--- src/rtl/mem_ctrl_pkg.sv ---
// -----------------------------------------------------------------------------
// mem_ctrl_pkg
// Shared definitions for the memory access controller:
//   - OP_SIZE encodings (SZ_BYTE, SZ_HALF, SZ_WORD; 2'b11 behaves as a word)
//   - controller FSM state encoding
//   - nbytes(): number of one-byte RAM slots an access of a given size needs
// -----------------------------------------------------------------------------
package mem_ctrl_pkg;

    localparam logic [1:0] SZ_BYTE = 2'b00;
    localparam logic [1:0] SZ_HALF = 2'b01;
    localparam logic [1:0] SZ_WORD = 2'b10;

    typedef enum logic [1:0] {
        ST_IDLE   = 2'd0,
        ST_ACCESS = 2'd1,
        ST_DONE   = 2'd2
    } state_e;

    // Any encoding other than byte/halfword is a word access.
    function automatic logic [2:0] nbytes(input logic [1:0] size);
        case (size)
            SZ_BYTE: return 3'd1;
            SZ_HALF: return 3'd2;
            default: return 3'd4;
        endcase
    endfunction

endpackage

--- src/rtl/mem_access_ctrl_if.sv ---
// -----------------------------------------------------------------------------
// mem_access_ctrl_if
// Datapath-side bus between the control unit / MAR / MDR and the memory
// access controller.
//   MFA      CU -> ctrl  memory function active (level request)
//   MOV_RW   CU -> ctrl  1 = load, 0 = store
//   OP_SIZE  CU -> ctrl  00 byte, 01 halfword, 1x word
//   SIGNED   CU -> ctrl  sign-extend byte/halfword loads
//   MAR      CU -> ctrl  byte address
//   DATA_IN  CU -> ctrl  store data from MDR
//   DATA_OUT ctrl -> CU  load result to MDR input mux
//   MFC      ctrl -> CU  memory function complete
//   MISALIGN ctrl -> CU  misaligned-access flag
// Modports: master = control unit side, slave = controller side.
// -----------------------------------------------------------------------------
interface mem_access_ctrl_if;

    logic        MFA;
    logic        MOV_RW;
    logic [1:0]  OP_SIZE;
    logic        SIGNED;
    logic [31:0] MAR;
    logic [31:0] DATA_IN;
    logic [31:0] DATA_OUT;
    logic        MFC;
    logic        MISALIGN;

    modport master (
        output MFA, MOV_RW, OP_SIZE, SIGNED, MAR, DATA_IN,
        input  DATA_OUT, MFC, MISALIGN
    );

    modport slave (
        input  MFA, MOV_RW, OP_SIZE, SIGNED, MAR, DATA_IN,
        output DATA_OUT, MFC, MISALIGN
    );

endinterface

--- src/rtl/mem_byte_lane.sv ---
// -----------------------------------------------------------------------------
// mem_byte_lane
// Combinational big-endian byte shifter / extender.
//   data      in  32  store value
//   nb        in  3   access width in bytes (1, 2 or 4)
//   idx       in  2   byte slot index (0 = lowest address)
//   is_signed in  1   sign-extend byte/halfword loads
//   acc       in  32  assembled load bytes, last byte read in [7:0]
//   wbyte     out 8   store byte for slot idx
//   load      out 32  extended load result
// Slot 0 carries the most significant byte of an nb-byte value.
// -----------------------------------------------------------------------------
module mem_byte_lane (
    input  logic [31:0] data,
    input  logic [2:0]  nb,
    input  logic [1:0]  idx,
    input  logic        is_signed,
    input  logic [31:0] acc,
    output logic [7:0]  wbyte,
    output logic [31:0] load
);

    // Byte position inside data counted from bit 0: (nb - 1) - idx.
    logic [1:0] sh;

    assign sh    = 2'(nb - 3'd1) - idx;
    assign wbyte = 8'(data >> {sh, 3'b000});

    always_comb begin
        load = acc;
        case (nb)
            3'd1:    load = {{24{is_signed & acc[7]}},  acc[7:0]};
            3'd2:    load = {{16{is_signed & acc[15]}}, acc[15:0]};
            default: load = acc;
        endcase
    end

endmodule

--- src/rtl/mem_access_ctrl.sv ---
// -----------------------------------------------------------------------------
// mem_access_ctrl
// Memory access controller between the datapath MAR/MDR and a byte-wide RAM.
// Serialises byte/halfword/word accesses into one-byte RAM slots of
// WAIT_STATES+1 cycles each, big-endian, and answers the MFA/MFC handshake.
//
// Parameters: ADDR_W (RAM byte-address width), WAIT_STATES (0..15)
// Ports:
//   Clk        in   system clock, rising edge
//   Reset      in   asynchronous active-low reset
//   bus        slv  datapath handshake/bus (mem_access_ctrl_if.slave)
//   ram_addr   out  RAM byte address
//   ram_wdata  out  RAM write byte
//   ram_we     out  RAM write strobe (last cycle of a write slot)
//   ram_rdata  in   RAM read byte, combinational from ram_addr
//
// Build option: MEM_MISALIGN_TRAP_EN
//   defined   - misaligned halfword/word accesses do no RAM cycle and finish
//               with MFC=1, MISALIGN=1
//   undefined - low address bits are forced aligned, MISALIGN is tied to 0
// -----------------------------------------------------------------------------
module mem_access_ctrl
    import mem_ctrl_pkg::*;
#(
    parameter int ADDR_W      = 9,
    parameter int WAIT_STATES = 1
) (
    input  logic              Clk,
    input  logic              Reset,
    mem_access_ctrl_if.slave  bus,
    output logic [ADDR_W-1:0] ram_addr,
    output logic [7:0]        ram_wdata,
    output logic              ram_we,
    input  logic [7:0]        ram_rdata
);

    localparam logic [3:0] WS = 4'(WAIT_STATES);

    state_e            state;
    logic [ADDR_W-1:0] addr_q;
    logic [2:0]        nb_q;
    logic [1:0]        idx_q;
    logic [3:0]        wcnt;
    logic              rd_q;
    logic              sgn_q;
    logic [31:0]       wdata_q;
    logic [31:0]       acc;
    logic [31:0]       data_out_q;
    logic              mfc_q;
    logic              trap_q;
    logic              hold_q;

    logic [2:0]        nb_in;
    logic [1:0]        idx_nx;
    logic [ADDR_W-1:0] start_addr;
    logic              misaligned;
    logic [31:0]       lane_data;
    logic [2:0]        lane_nb;
    logic [1:0]        lane_idx;
    logic [7:0]        lane_wbyte;
    logic [31:0]       lane_load;
    logic              unused_mar_hi;

    assign nb_in  = nbytes(bus.OP_SIZE);
    assign idx_nx = idx_q + 2'd1;

    // Only the low ADDR_W bits address the RAM; the rest wrap away.
    assign unused_mar_hi = ^bus.MAR[31:ADDR_W];

    // NOTE: every variable written in always_comb gets a default first, so no
    // path leaves it unassigned and no latch is inferred.
    always_comb begin
        start_addr = bus.MAR[ADDR_W-1:0];
        if (nb_in == 3'd2)      start_addr[0]   = 1'b0;
        else if (nb_in == 3'd4) start_addr[1:0] = 2'b00;
    end

`ifdef MEM_MISALIGN_TRAP_EN
    assign misaligned   = (nb_in == 3'd2 && bus.MAR[0]) ||
                          (nb_in == 3'd4 && bus.MAR[1:0] != 2'b00);
    assign bus.MISALIGN = mfc_q & trap_q;
`else
    assign misaligned   = 1'b0;
    assign bus.MISALIGN = 1'b0;
`endif

    // In IDLE the lane looks at the live request so slot 0's byte can be
    // registered on the capture edge; later it prepares the next slot.
    assign lane_data = (state == ST_IDLE) ? bus.DATA_IN : wdata_q;
    assign lane_nb   = (state == ST_IDLE) ? nb_in : nb_q;
    assign lane_idx  = (state == ST_IDLE) ? 2'd0 : idx_nx;

    mem_byte_lane u_lane (
        .data      (lane_data),
        .nb        (lane_nb),
        .idx       (lane_idx),
        .is_signed (sgn_q),
        .acc       (acc),
        .wbyte     (lane_wbyte),
        .load      (lane_load)
    );

    assign bus.DATA_OUT = data_out_q;
    assign bus.MFC      = mfc_q;

    // NOTE: sequential state uses non-blocking assignments only, so every
    // register samples the pre-edge values regardless of statement order.
    always_ff @(posedge Clk or negedge Reset) begin
        if (!Reset) begin
            state      <= ST_IDLE;
            addr_q     <= '0;
            nb_q       <= 3'd1;
            idx_q      <= 2'd0;
            wcnt       <= 4'd0;
            rd_q       <= 1'b0;
            sgn_q      <= 1'b0;
            wdata_q    <= '0;
            acc        <= '0;
            data_out_q <= '0;
            mfc_q      <= 1'b0;
            trap_q     <= 1'b0;
            hold_q     <= 1'b0;
            ram_addr   <= '0;
            ram_wdata  <= '0;
            ram_we     <= 1'b0;
        end else begin
            case (state)
                ST_IDLE: begin
                    if (bus.MFA) begin
                        addr_q  <= start_addr;
                        nb_q    <= nb_in;
                        rd_q    <= bus.MOV_RW;
                        sgn_q   <= bus.SIGNED;
                        wdata_q <= bus.DATA_IN;
                        idx_q   <= 2'd0;
                        wcnt    <= 4'd0;
                        acc     <= '0;
                        if (misaligned) begin
                            // One settling cycle in DONE before MFC/MISALIGN.
                            state  <= ST_DONE;
                            trap_q <= 1'b1;
                            hold_q <= 1'b1;
                        end else begin
                            state     <= ST_ACCESS;
                            ram_addr  <= start_addr;
                            ram_wdata <= lane_wbyte;
                            ram_we    <= !bus.MOV_RW && (WS == 4'd0);
                        end
                    end
                end

                ST_ACCESS: begin
                    if (wcnt == WS) begin
                        if (rd_q) acc <= {acc[23:0], ram_rdata};
                        if (idx_q == 2'(nb_q - 3'd1)) begin
                            state  <= ST_DONE;
                            ram_we <= 1'b0;
                        end else begin
                            idx_q     <= idx_nx;
                            wcnt      <= 4'd0;
                            ram_addr  <= addr_q + ADDR_W'(idx_nx);
                            ram_wdata <= lane_wbyte;
                            ram_we    <= !rd_q && (WS == 4'd0);
                        end
                    end else begin
                        wcnt   <= wcnt + 4'd1;
                        ram_we <= !rd_q && (wcnt + 4'd1 == WS);
                    end
                end

                ST_DONE: begin
                    if (hold_q) begin
                        hold_q <= 1'b0;
                    end else if (!mfc_q) begin
                        mfc_q <= 1'b1;
                        if (rd_q && !trap_q) data_out_q <= lane_load;
                    end else if (!bus.MFA) begin
                        mfc_q  <= 1'b0;
                        trap_q <= 1'b0;
                        state  <= ST_IDLE;
                    end
                end

                default: state <= ST_IDLE;
            endcase
        end
    end

endmodule

--- src/flat_wrapper.sv ---
// flat-port wrapper written by rule: the top's interface ports become plain ports
module mem_access_ctrl_flat import mem_ctrl_pkg::*;
#(
    parameter int ADDR_W      = 9,
    parameter int WAIT_STATES = 1
)
  (Clk, Reset, ram_addr, ram_wdata, ram_we, ram_rdata, bus_MFA, bus_MOV_RW, bus_OP_SIZE, bus_SIGNED, bus_MAR, bus_DATA_IN, bus_DATA_OUT, bus_MFC, bus_MISALIGN);
  mem_access_ctrl_if bus_i ();
  input  logic Clk;
  input  logic Reset;
  output logic [ADDR_W-1:0] ram_addr;
  output logic [7:0] ram_wdata;
  output logic ram_we;
  input  logic [7:0] ram_rdata;
  input wire logic [$bits(bus_i.MFA)-1:0] bus_MFA;
  input wire logic [$bits(bus_i.MOV_RW)-1:0] bus_MOV_RW;
  input wire logic [$bits(bus_i.OP_SIZE)-1:0] bus_OP_SIZE;
  input wire logic [$bits(bus_i.SIGNED)-1:0] bus_SIGNED;
  input wire logic [$bits(bus_i.MAR)-1:0] bus_MAR;
  input wire logic [$bits(bus_i.DATA_IN)-1:0] bus_DATA_IN;
  output wire logic [$bits(bus_i.DATA_OUT)-1:0] bus_DATA_OUT;
  output wire logic [$bits(bus_i.MFC)-1:0] bus_MFC;
  output wire logic [$bits(bus_i.MISALIGN)-1:0] bus_MISALIGN;
  assign bus_i.MFA = bus_MFA;
  assign bus_i.MOV_RW = bus_MOV_RW;
  assign bus_i.OP_SIZE = bus_OP_SIZE;
  assign bus_i.SIGNED = bus_SIGNED;
  assign bus_i.MAR = bus_MAR;
  assign bus_i.DATA_IN = bus_DATA_IN;
  assign bus_DATA_OUT = bus_i.DATA_OUT;
  assign bus_MFC = bus_i.MFC;
  assign bus_MISALIGN = bus_i.MISALIGN;
  mem_access_ctrl #(.ADDR_W(ADDR_W), .WAIT_STATES(WAIT_STATES)) u_core (.Clk(Clk), .Reset(Reset), .bus(bus_i), .ram_addr(ram_addr), .ram_wdata(ram_wdata), .ram_we(ram_we), .ram_rdata(ram_rdata));
endmodule
--- config.mk ---
export PLATFORM = sky130hd
export DESIGN_NAME = mem_access_ctrl_flat
export DESIGN_NICKNAME = d
export VERILOG_FILES = /design/src/rtl/mem_ctrl_pkg.sv /design/src/rtl/mem_access_ctrl_if.sv /design/src/rtl/mem_byte_lane.sv /design/src/rtl/mem_access_ctrl.sv /design/src/flat_wrapper.sv
export SDC_FILE = /design/constraint.sdc
export NUM_CORES = 1
export LEC_CHECK = 0
export CAP_MARGIN = 20
export CORE_ASPECT_RATIO = 0.7
export CORE_UTILIZATION = 41
export DETAILED_ROUTE_END_ITERATION = 6
export GPL_ROUTABILITY_DRIVEN = 0
export PLACE_DENSITY = 0.64
export SYNTH_ARGS = -nofsm -noshare
export SYNTH_HDL_FRONTEND = slang
export SYNTH_HIERARCHICAL = 1
export SYNTH_SLANG_ARGS = --single-unit
--- constraint.sdc ---
create_clock -name Clk -period 3.2 [get_ports Clk]
set_input_delay 0.64 -clock Clk [delete_from_list [all_inputs] [get_ports Clk]]
set_output_delay 0.64 -clock Clk [all_outputs]
set_load 0.05 [all_outputs]
==> results of run 1 <==
[area by class of cell]
type / instances / area, um^2 / area share, %
Clock buffer: 19 / 453 / 5.30
Tap cell: 220 / 275 / 3.22
Multi-Input combinational cell: 370 / 3030 / 35.4
Inverter: 7 / 26.3 / 0.307
Clock inverter: 13 / 141 / 1.65
Sequential cell: 137 / 3430 / 40.1
Timing Repair Buffer: 121 / 1200 / 14.0
[worst max-delay path: stages (launching register included)]
cell and delay (ps):
dfrtp_1 510, nor2_4 210, buf_4 410, nor2_1 70, inv_1 70, ha_1 150, xor2_1 90, xnor2_2 490
mux4_1 390, mux2_4 280
[Yosys cell counts, types with 5 or more instances]
cell type    n
buf_2        9
a21o_1      18
nand2b_1     9
o21ai_0     51
mux2_2     116
nand2_1     83
nand3_1      5
mux2_4       8
clkbuf_1     9
nor2_1      13
inv_1        7
a21o_2       6
mux4_1       7
ha_1         6
buf_1        6
buf_4       11
dfrtp_1    136
a31oi_1      6
[power by group]
group / total (uW) / internal [uW] / switching, uW
clock network: 1960 / 1190 / 768
registers: 2910 / 2430 / 475
logic: 4570 / 2190 / 2380
total: 9440 / 5810 / 3630
[registers in the layout (all words and copies together), names as in the netlist, 2 cells and up]
register,cells
u_core/acc,32
u_core/addr_q,9
u_core/bus.DATA_OUT,32
u_core/idx_q,2
u_core/nb_q,3
u_core/ram_addr,9
u_core/ram_wdata,8
u_core/state,2
u_core/wcnt,4
u_core/wdata_q,32
[per-layer routing]
layer  GRT usage [%]  vias up  part of all wire (%)
met1            24.5     2151                    49
met5               0        -                     0
met4            7.28        0                   1.2
met3            5.25       14                   4.7
li1                -     2145                     -
met2            27.6       97                    45
[logic make-up after synthesis]
logic type               Yosys count
buffers and inverters             48
adder cells (fa/ha/maj)            7
flip-flops                       137
XOR/XNOR                           8
other                              1
multiplexers                     136
AND/OR/NAND/NOR                  126
AO/OA/AOI/OAI                     92
[cell usage in the layout, fill, tap and decap left out, types with 2 or more instances in the layout]
master	synthesis	routed
a211o_1	2	2
a21o_1	18	18
a21o_2	6	6
a21oi_1	3	3
a22o_1	2	2
a31oi_1	6	6
buf_12	0	2
buf_4	11	13
bufinv_16	0	2
clkbuf_16	0	17
clkbuf_8	0	2
clkdlybuf4s50_1	0	105
clkinv_2	0	3
clkinvlp_4	0	3
dfrtp_1	136	136
ha_1	6	6
inv_1	7	7
inv_6	0	4
mux2_1	3	3
mux2_2	116	116
mux2_4	8	8
mux4_1	7	7
nand2_1	83	82
nand2b_1	9	9
nand3_1	5	5
nand3b_1	2	2
nor2_1	13	13
o21ai_0	51	51
or3_1	4	4
xnor2_1	3	3
xor2_1	4	4
[worst paths after layout]
| check | start | depth (start not counted) | endpoint | slack [ps] |
|---|---|---|---|---|
| max | u_core/state[0]$_DFFE_PN0P_ | 9 | u_core/ram_wdata[3]$_DFFE_PN0P_ | 390 |
| min | Reset | 1 | u_core/wdata_q[8]$_DFFE_PN0P_ | 170 |
| max reg2reg | u_core/state[0]$_DFFE_PN0P_ | 9 | u_core/ram_wdata[3]$_DFFE_PN0P_ | 390 |
| min reg2reg | u_core/acc[31]$_DFFE_PN0P_ | 2 | u_core/acc[31]$_DFFE_PN0P_ | 480 |
| max in group asynchronous | Reset | 2 | u_core/ram_addr[3]$_DFFE_PN0P_ | 2210 |
| min in group Clk | u_core/acc[31]$_DFFE_PN0P_ | 2 | u_core/acc[31]$_DFFE_PN0P_ | 480 |
[metrics by stage]
step | instance area (um^2) | instances | setup WS [ps]
2_1_floorplan | 6700 | 555 | 460
3_3_place_gp | 7960 | 855 | -1.89
3_5_place_dp | 7960 | 855 | 27.3
4_1_cts | 8550 | 887 | 332
5_1_grt | 8550 | 887 | 131
6_report | 8550 | 887 | 394
==> summary.md, run 1 <==
| Metric | Value |
|---|---|
| Nets | `740` |
| Compound-Gate Fraction of Synth Area | `8.60%` |
| Hold_buf cts | `0` |
| Total die area | `16900 um^2` |
| Row cnt | `38` |
| CTS clk-pin slew, worst paths | `60 ps` |
| Largest net degree at the start of global routing | `58` |
| Post-DRT Antenna Nets | `0` |
| CP Launch Type | `flop` |
| Async SR Flop Fraction | `100%` |
| Synth Flop Type | `dfrtp_1` |
| Mapped cell area | `6700 um^2` |
| Chip height | `109 um` |
| Sequential share of the synthesized area | `51.2%` |
| Initial core utilization | `42.6%` |
| Synth area leader | `dfrtp_1` |
| P_leak | `~0.0039 uW` |
| Layout Utilization | `54.3%` |
| Final hold slack | `167 ps` |
| Critical path type | `reg2reg` |
| Area added between synthesis and finish | `27.6%` |
| Slew headroom | `40.6%` |
| Mux share of post-synthesis cell area | `25.0%` |
| Post-synth EDFFs | `0` |
| Final Hold Fails | `0` |
| IO Pins | `between 100 and 150` |
| Post-CTS sizing | `0` |
| Adder-Cell Fraction of Synth Area | `1.42%` |
| Die Wd | `about 150 um` |
| Max Clock Freq | `356 MHz` |
| # DRC | `0` |
| Diode count | `0` |
| Main combinational cell family by area after synthesis | `multiplexers` |
| Vias in the first global route | `4622` |
| CTS tree | `done` |
| Port Buffers | `106` |
| Worst EP arrival | `3100 ps` |
| Period minus WS final | `~2800 ps` |
| # Max-Cap Violations | `0` |
| Drt initial violations | `just over 200` |
| Skew-Pair Late Insertion Delay | `approximately 420 ps` |
| Count of different cell masters after synthesis | `49` |
| Final Max Tran Viols | `0` |
| Clock Tree Buf Depth | `2` |
| Core Region | `15700 um^2` |
| H-Tree Depth | `4` |
| Vias/cell | `approximately 5` |
| Ratio of cells with drive above 1 in the final layout | `28.3%` |
| Worst Path Required | `3500 ps` |
| Run status | `completed` |
| Total chip power | `9440 uW` |
| Post-synthesis cell count | `555` |
| Syn_nets | `641` |
| Average wire per standard cell | `15.6 um` |
| Clock Skew | `11.6 ps` |
| Final Cycle Share | `87.7%` |
| Endpoints failing setup | `0` |
| Worst min-delay path class | `in2async` |
| Total wire length | `~14000 um` |
| CTS Root Cell | `clkbuf_16` |
| Clk sink count | `137` |
| YS warnings | `6` |
| PwrDens | `1100 nW/um^2` |
| Worst VDD drop | `0.472 mV` |
| Xor-xnor portion of the synthesized cell area | `1.16%` |
| Detailed Place HPWL | `9350 um` |
| Share of the synthesized area in the top cell type | `50.8%` |
| Total Routing Usage GR | `18.2%` |
| CP max FO | `33` |
| CTS Buf Count | `17` |
| CP endpoint kind | `flop` |
| Simple logic cell fraction of the synthesized area | `8.49%` |
| Initial antenna violation count | `0` |
| Fill cells | `1339` |
| # Post-CTS Setup Buffers | `0` |
| Grt ovf | `0` |
| Mean Syn Cell Area | `between 10 and 15 um^2` |
| Detailed-route via count | `4407` |
| Synth top area cells | `dfrtp_1 51%, mux2_2 19%, nand2_1 4.6%, o21ai_0 3.8%, mux4_1 2.7%` |
| RSZ-0062 raised after global routing | `no` |
| TNS Setup | `0 ps` |
| Pre-Repair DR Iteration Count | `5` |
| Least-Margin Pin Slew | `887 ps` |
| Global-route wire length before repair | `between 20000 and 25000 um` |
| Yosys reg bits | `137` |
No activity file was read; power rests on OpenSTA's default activity.
==> run 2, diff against run 1 <==
--- a/config.mk
+++ b/config.mk
@@ -7,6 +7,7 @@
 export LEC_CHECK = 0
 export CAP_MARGIN = 20
 export CORE_ASPECT_RATIO = 0.7
+export CORE_MARGIN = 2
 export CORE_UTILIZATION = 41
 export DETAILED_ROUTE_END_ITERATION = 6
 export GPL_ROUTABILITY_DRIVEN = 0
==> run 2 against run 1 <==
Effect of this change: count of clock-buffer cells in the layout up 5; critical path type unchanged; combinational power about the same; via count up 0.86%; total power down 0.12%; clock power about the same.
==> summary.md, run 2 (synthesis results as in run 1) <==
| Metric | Value |
|---|---|
| Final Max Tran Viols | `0 (unchanged)` |
| Least-Margin Pin Slew | `952 ps (+64.6 ps)` |
| Clock Tree Buf Depth | `2 (unchanged)` |
| Drt initial violations | `237 (+14%)` |
| Grt ovf | `0 (unchanged)` |
| Vias in the first global route | `4649 (+0.58%)` |
| H-Tree Depth | `4 (unchanged)` |
| Skew-Pair Late Insertion Delay | `410 ps (about the same)` |
| CP Launch Type | `flop` |
| Vias/cell | `4.99 (+0.41%)` |
| Worst EP arrival | `3140 ps (+40 ps)` |
| CTS Buf Count | `17 (unchanged)` |
| Hold_buf cts | `0 (unchanged)` |
| Worst Path Required | `3490 ps (about the same)` |
| Total chip power | `9430 uW (-0.12%)` |
| CTS Root Cell | `clkbuf_16` |
| PwrDens | `1100 nW/um^2 (about the same)` |
| Commonest non-fill, non-tap cell in the layout | `dfrtp_1` |
| Ratio of cells with drive above 1 in the final layout | `27.7% (-0.67 points)` |
| Reg2Reg Depth | `9 (unchanged)` |
| CP max FO | `34 (+3.0%)` |
| Area added between synthesis and finish | `27.4%` |
| Slew headroom | `36.2% (-4.3 points)` |
| Worst min-delay path class | `in2async` |
| IO Pins | `131 (unchanged)` |
| Largest net degree at the start of global routing | `62 (+6.9%)` |
| # Max-Cap Violations | `0 (unchanged)` |
| P_leak | `0.00389 uW (-0.13%)` |
| CTS clk-pin slew, worst paths | `60 ps (about the same)` |
| Average wire per standard cell | `16.0 um (+2.8%)` |
| Global-route wire length before repair | `23900 um (+2.0%)` |
| Initial antenna violation count | `1 (+1)` |
| Detailed Place HPWL | `9400 um (+0.56%)` |
| Die Wd | `157 um (+1.3%)` |
| Post-CTS sizing | `0 (unchanged)` |
| Worst VDD drop | `0.504 mV (+6.6%)` |
| Final Cycle Share | `88.9% (+1.2 points)` |
| Worst flop-to-flop path endpoint | `u_core/ram_wdata[5]$_DFFE_PN0P_` |
| Pre-Repair DR Iteration Count | `4 (-1)` |
| Nets | `739 (-0.14%)` |
| Placed cells | `859 (+0.47%)` |
| Port Buffers | `106 (unchanged)` |
| Row cnt | `39 (+2.6%)` |
| Run status | `completed` |
| Total wire length | `14300 um (+3.2%)` |
| Most frequent cells in the layout | `136 x dfrtp_1, 116 x mux2_2, 105 x clkdlybuf4s50_1` |
| Period minus WS final | `2840 ps (+38.2 ps)` |
| CTS tree | `done` |
| Clock Skew | `7.09 ps (-4.47 ps)` |
| Critical path type | `reg2reg` |
| Detailed-route via count | `4445 (+0.86%)` |
| Reg2reg start | `u_core/state[0]$_DFFE_PN0P_` |
| Non-Filler Instances | `891 (+0.45%)` |
| Core Region | `16200 um^2 (+2.6%)` |
| Post-DRT Antenna Nets | `0 (unchanged)` |
| Clk sink count | `137 (unchanged)` |
| RSZ-0062 raised after global routing | `no` |
| CP endpoint kind | `flop` |
| # Post-CTS Setup Buffers | `0 (unchanged)` |
| Endpoints failing setup | `0 (unchanged)` |
| Max Clock Freq | `352 MHz (-1.3%)` |
| Final Hold Fails | `0 (unchanged)` |
| Chip height | `111 um (+1.8%)` |
| Total die area | `17400 um^2 (+3.2%)` |
| Total Routing Usage GR | `17.7% (-0.45 points)` |
| # DRC | `0 (unchanged)` |
| Initial core utilization | `41.5% (-1.1 points)` |
| Reg2reg setup slack | `360 ps (-40 ps)` |
-- run 2: cell count changes in the layout (fill, tap and decap cells not counted) --
cell,delta
inv_6,-4
clkbuf_1,+3
clkbuf_8,+2
clkinvlp_4,-2
buf_4,-1
diode_2,+1
-- run 2: worst max path at each step --
stage	from	to	slack, ps	depth (start not counted)
4_1_cts	u_core/state[0]$_DFFE_PN0P_	u_core/ram_wdata[2]$_DFFE_PN0P_	340	9
2_1_floorplan	u_core/state[0]$_DFFE_PN0P_	u_core/ram_wdata[3]$_DFFE_PN0P_	460	8
3_3_place_gp	bus_OP_SIZE[1]	u_core/ram_wdata[5]$_DFFE_PN0P_	-10	8
3_5_place_dp	bus_OP_SIZE[1]	u_core/ram_wdata[2]$_DFFE_PN0P_	-20	8
6_report	u_core/state[0]$_DFFE_PN0P_	u_core/ram_wdata[5]$_DFFE_PN0P_	360	9
5_1_grt	u_core/state[0]$_DFFE_PN0P_	u_core/ram_wdata[5]$_DFFE_PN0P_	150	9
-- run 2: critical path, stage by stage, from the launching register on --
cell and delay [ps]:
dfrtp_1 510, nor2_4 200, buf_4 420, nor2_1 70
inv_1 90, ha_1 150, xor2_1 100, xnor2_2 510
mux4_2 390, mux2_4 270
-- run 2: where the power goes --
part           leakage (uW)  internal (uW)  switching [uW]  total (uW)
logic               0.00186           2180            2400        4580
registers           0.00174           2430             487        2920
clock network      0.000286           1220             704        1930
-- run 2: cell type report --
type                    instances  area (um^2)
fillers                      1411         7610
flip-flops and latches        137         3430
multi-input cells             370         3030
repair buffers                120         1190
clock buffers                  24          492
well taps                     225          282
clock inverters                 7         91.3
inverters                       7         26.3
diodes                          1         2.50
-- run 2: per-layer routing --
layer,track usage [%],up-vias,routed length [um]
met3,4.46,8,623
met2,26.3,97,6490
li1,-,2158,-
met5,0,-,0
met1,25.3,2182,7020
met4,6.06,0,124
-- run 2: per-stage QoR --
step           instance area, um^2  worst slack, ps  utilization [%]  hold WS, ps  TNS, ps
2_1_floorplan                 6700              460                -          344        0
3_3_place_gp                  7960            -10.3             49.3          461    -11.2
3_5_place_dp                  7960            -20.7             49.3          470    -44.5
4_1_cts                       8540              344             52.9          216        0
5_1_grt                       8540              148             52.9          230        0
6_report                      8540              356             52.9          200        0
==> run 3, diff against run 2 <==
==> constraint.sdc (replaced) <==
create_clock -name Clk -period 3.2 [get_ports Clk]
set_input_delay 0.48 -clock Clk [delete_from_list [all_inputs] [get_ports Clk]]
set_output_delay 0.48 -clock Clk [all_outputs]
set_load 0.05 [all_outputs]
==> run 3 against run 2 <==
Effect of this change: clock skew grew 1.3 ps; first-iteration DRC count down 11%; critical path type unchanged; flip-flop and latch count did not move; critical endpoint unchanged; total power fell by 1.8%; global-route usage decreased by 0.13 points; sequential share of layout area increased by 0.39 points; cell area is 0.95% lower; critical path depth stayed put; die area unchanged; via count down 0.43%.
==> summary.md, run 3 (synthesis results as in run 1) <==
| Metric | Value |
|---|---|
| Run status | `completed` |
| Crit-path cells | `nor2_4 -> buf_4 -> nor2_1 -> inv_1 -> ha_1 -> xor2_1 -> xnor2_2 -> mux4_2 -> mux2_4` |
| Worst flop-to-flop path endpoint | `u_core/ram_wdata[5]$_DFFE_PN0P_` |
| # Max-Cap Violations | `0 (unchanged)` |
| Port Buffers | `106 (unchanged)` |
| Diode count | `0 (-1)` |
| Period minus WS final | `2790 ps (-56.4 ps)` |
| CP Launch Type | `flop` |
| P_leak | `0.00385 uW (-1.0%)` |
| H-Tree Depth | `4 (unchanged)` |
| Clock Skew | `8.44 ps (+1.35 ps)` |
| Worst EP arrival | `3090 ps (-50 ps)` |
| # DRC | `0 (unchanged)` |
| Global-route wire length before repair | `23700 um (-0.78%)` |
| Largest net degree at the start of global routing | `62 (unchanged)` |
| CTS tree | `done` |
| Detailed Place HPWL | `9550 um (+1.5%)` |
| IO Pins | `131 (unchanged)` |
| CP top delay family | `multiplexers` |
| Final hold slack | `28.8 ps (-172 ps)` |
| Critical path type | `reg2reg` |
| CP max FO | `35 (+2.9%)` |
| CP max stage delay | `520 ps (about the same)` |
| Final Max Tran Viols | `0 (unchanged)` |
| Clk sink count | `137 (unchanged)` |
| WP depth | `9 (unchanged)` |
| Row cnt | `39 (unchanged)` |
| PwrDens | `1090 nW/um^2 (-0.89%)` |
| Met3 wire len | `668 um (+7.2%)` |
| Worst min-delay path class | `in2async` |
| Chip height | `111 um (unchanged)` |
| Total Routing Usage GR | `17.6% (-0.13 points)` |
| WL met1 | `6960 um (-0.88%)` |
| DR top layer | `met4` |
| Max Clock Freq | `359 MHz (+2.0%)` |
| Pre-Repair DR Iteration Count | `4 (unchanged)` |
| Initial core utilization | `41.5% (unchanged)` |
| Most frequent cells in the layout | `136 x dfrtp_1, 116 x mux2_2, 105 x clkdlybuf4s50_1` |
| Reg2reg setup slack | `410 ps (+60 ps)` |
| CP max stage cell | `dfrtp_1` |
| Vias/cell | `5.00 (+0.25%)` |
| Total die area | `17400 um^2 (unchanged)` |
| Detailed-route via count | `4426 (-0.43%)` |
| Final Cycle Share | `87.1% (-1.8 points)` |
| Nets | `736 (-0.41%)` |
| Post-CTS sizing | `0 (unchanged)` |
| Slew headroom | `46.2% (+10 points)` |
| Worst path bufs/invs | `2 (unchanged)` |
| Commonest non-fill, non-tap cell in the layout | `dfrtp_1` |
| Endpoints failing setup | `0 (unchanged)` |
| CP endpoint kind | `flop` |
| Hold_buf cts | `0 (unchanged)` |
| Total wire length | `14100 um (-1.3%)` |
| Vias in the first global route | `4580 (-1.5%)` |
| Worst VDD drop | `0.514 mV (+2.1%)` |
| Area added between synthesis and finish | `26.2%` |
| Met2 wire len | `6240 um (-3.9%)` |
| TNS Setup | `0 ps (unchanged)` |
| Grt ovf | `0 (unchanged)` |
| CTS clk-pin slew, worst paths | `50 ps (about the same)` |
| CTS Root Cell | `clkbuf_16` |
| # Post-CTS Setup Buffers | `0 (unchanged)` |
| Drt initial violations | `211 (-11%)` |
| Post-DRT Antenna Nets | `0 (unchanged)` |
| Initial antenna violation count | `1 (unchanged)` |
| Reg2Reg Depth | `9 (unchanged)` |
| Die Wd | `157 um (unchanged)` |
| Skew-Pair Late Insertion Delay | `420 ps (about the same)` |
| Clock Tree Buf Depth | `2 (unchanged)` |
| Core Region | `16200 um^2 (unchanged)` |
| Final Hold Fails | `0 (unchanged)` |
| CTS Buf Count | `17 (unchanged)` |
| Average wire per standard cell | `15.9 um (-0.59%)` |
| Least-Margin Pin Slew | `803 ps (-149 ps)` |
| RSZ-0062 raised after global routing | `no` |
| Ratio of cells with drive above 1 in the final layout | `26.8% (-0.85 points)` |
| Reg2reg start | `u_core/state[0]$_DFFE_PN0P_` |
| Worst Path Required | `3500 ps (about the same)` |
==> run 3: cell count changes in the layout (fill, tap and decap cells not counted), sizes merged <==
| cell | previous run | this run |
|---|---|---|
| diode | 1 | 0 |
| buf | 15 | 12 |
| bufinv | 2 | 1 |
| clkinv | 4 | 2 |
| clkbuf | 24 | 26 |
| clkinvlp | 1 | 0 |
==> run 3: where the power goes <==
part | switching (uW) | internal [uW] | leakage, uW | total, uW
logic | 2390 | 2140 | 0.00184 | 4520
registers | 490 | 2430 | 0.00174 | 2920
clock network | 674 | 1130 | 0.000266 | 1810
total | 3550 | 5710 | 0.00385 | 9260
==> run 3: worst max path at each step <==
stage / slack (ps) / endpoint / start
6_report: 410 / u_core/ram_wdata[5]$_DFFE_PN0P_ / u_core/state[0]$_DFFE_PN0P_
5_1_grt: 260 / u_core/ram_wdata[5]$_DFFE_PN0P_ / u_core/state[0]$_DFFE_PN0P_
4_1_cts: 410 / u_core/ram_wdata[5]$_DFFE_PN0P_ / u_core/state[0]$_DFFE_PN0P_
3_5_place_dp: 80 / u_core/ram_wdata[6]$_DFFE_PN0P_ / bus_OP_SIZE[1]
3_3_place_gp: 80 / u_core/ram_wdata[5]$_DFFE_PN0P_ / bus_OP_SIZE[1]
2_1_floorplan: 460 / u_core/ram_wdata[3]$_DFFE_PN0P_ / u_core/state[0]$_DFFE_PN0P_
==> run 3: final cells by class <==
type / instances / area (um^2)
fillers: 1391 / 7690
flip-flops and latches: 137 / 3430
clock buffers: 26 / 499
multi-input cells: 370 / 3030
repair buffers: 117 / 1160
clock inverters: 3 / 40.0
inverters: 7 / 26.3
well taps: 225 / 282
==> run 3: routing by layer <==
metal | GRT usage, % | vias to the layer above
li1 | - | 2129
met1 | 25.1 | 2179
met2 | 25.3 | 100
met3 | 5.00 | 18
met4 | 6.91 | 0
met5 | 0 | -
==> run 3: worst reg2reg max path: cells and delay by family, from the launching register on <==
family	cells	cell delay, ps
fa+ha+maj	1	140
simple gates	2	270
buf+inv	2	490
xor+xnor	2	570
mux	2	680
flops	1	520
==> run 3: stage by stage <==
step           total power (uW)  std cells  setup slack (ps)  area, um^2  util (%)
6_report                   9260        885               412        8460      52.4
5_1_grt                    9890        885               257        8460      52.4
4_1_cts                    9360        885               415        8460      52.4
3_5_place_dp               7490        856              84.6        7920      49.0
3_3_place_gp               7360        856              84.0        7920      49.0
2_1_floorplan              6360        555               460        6700         -
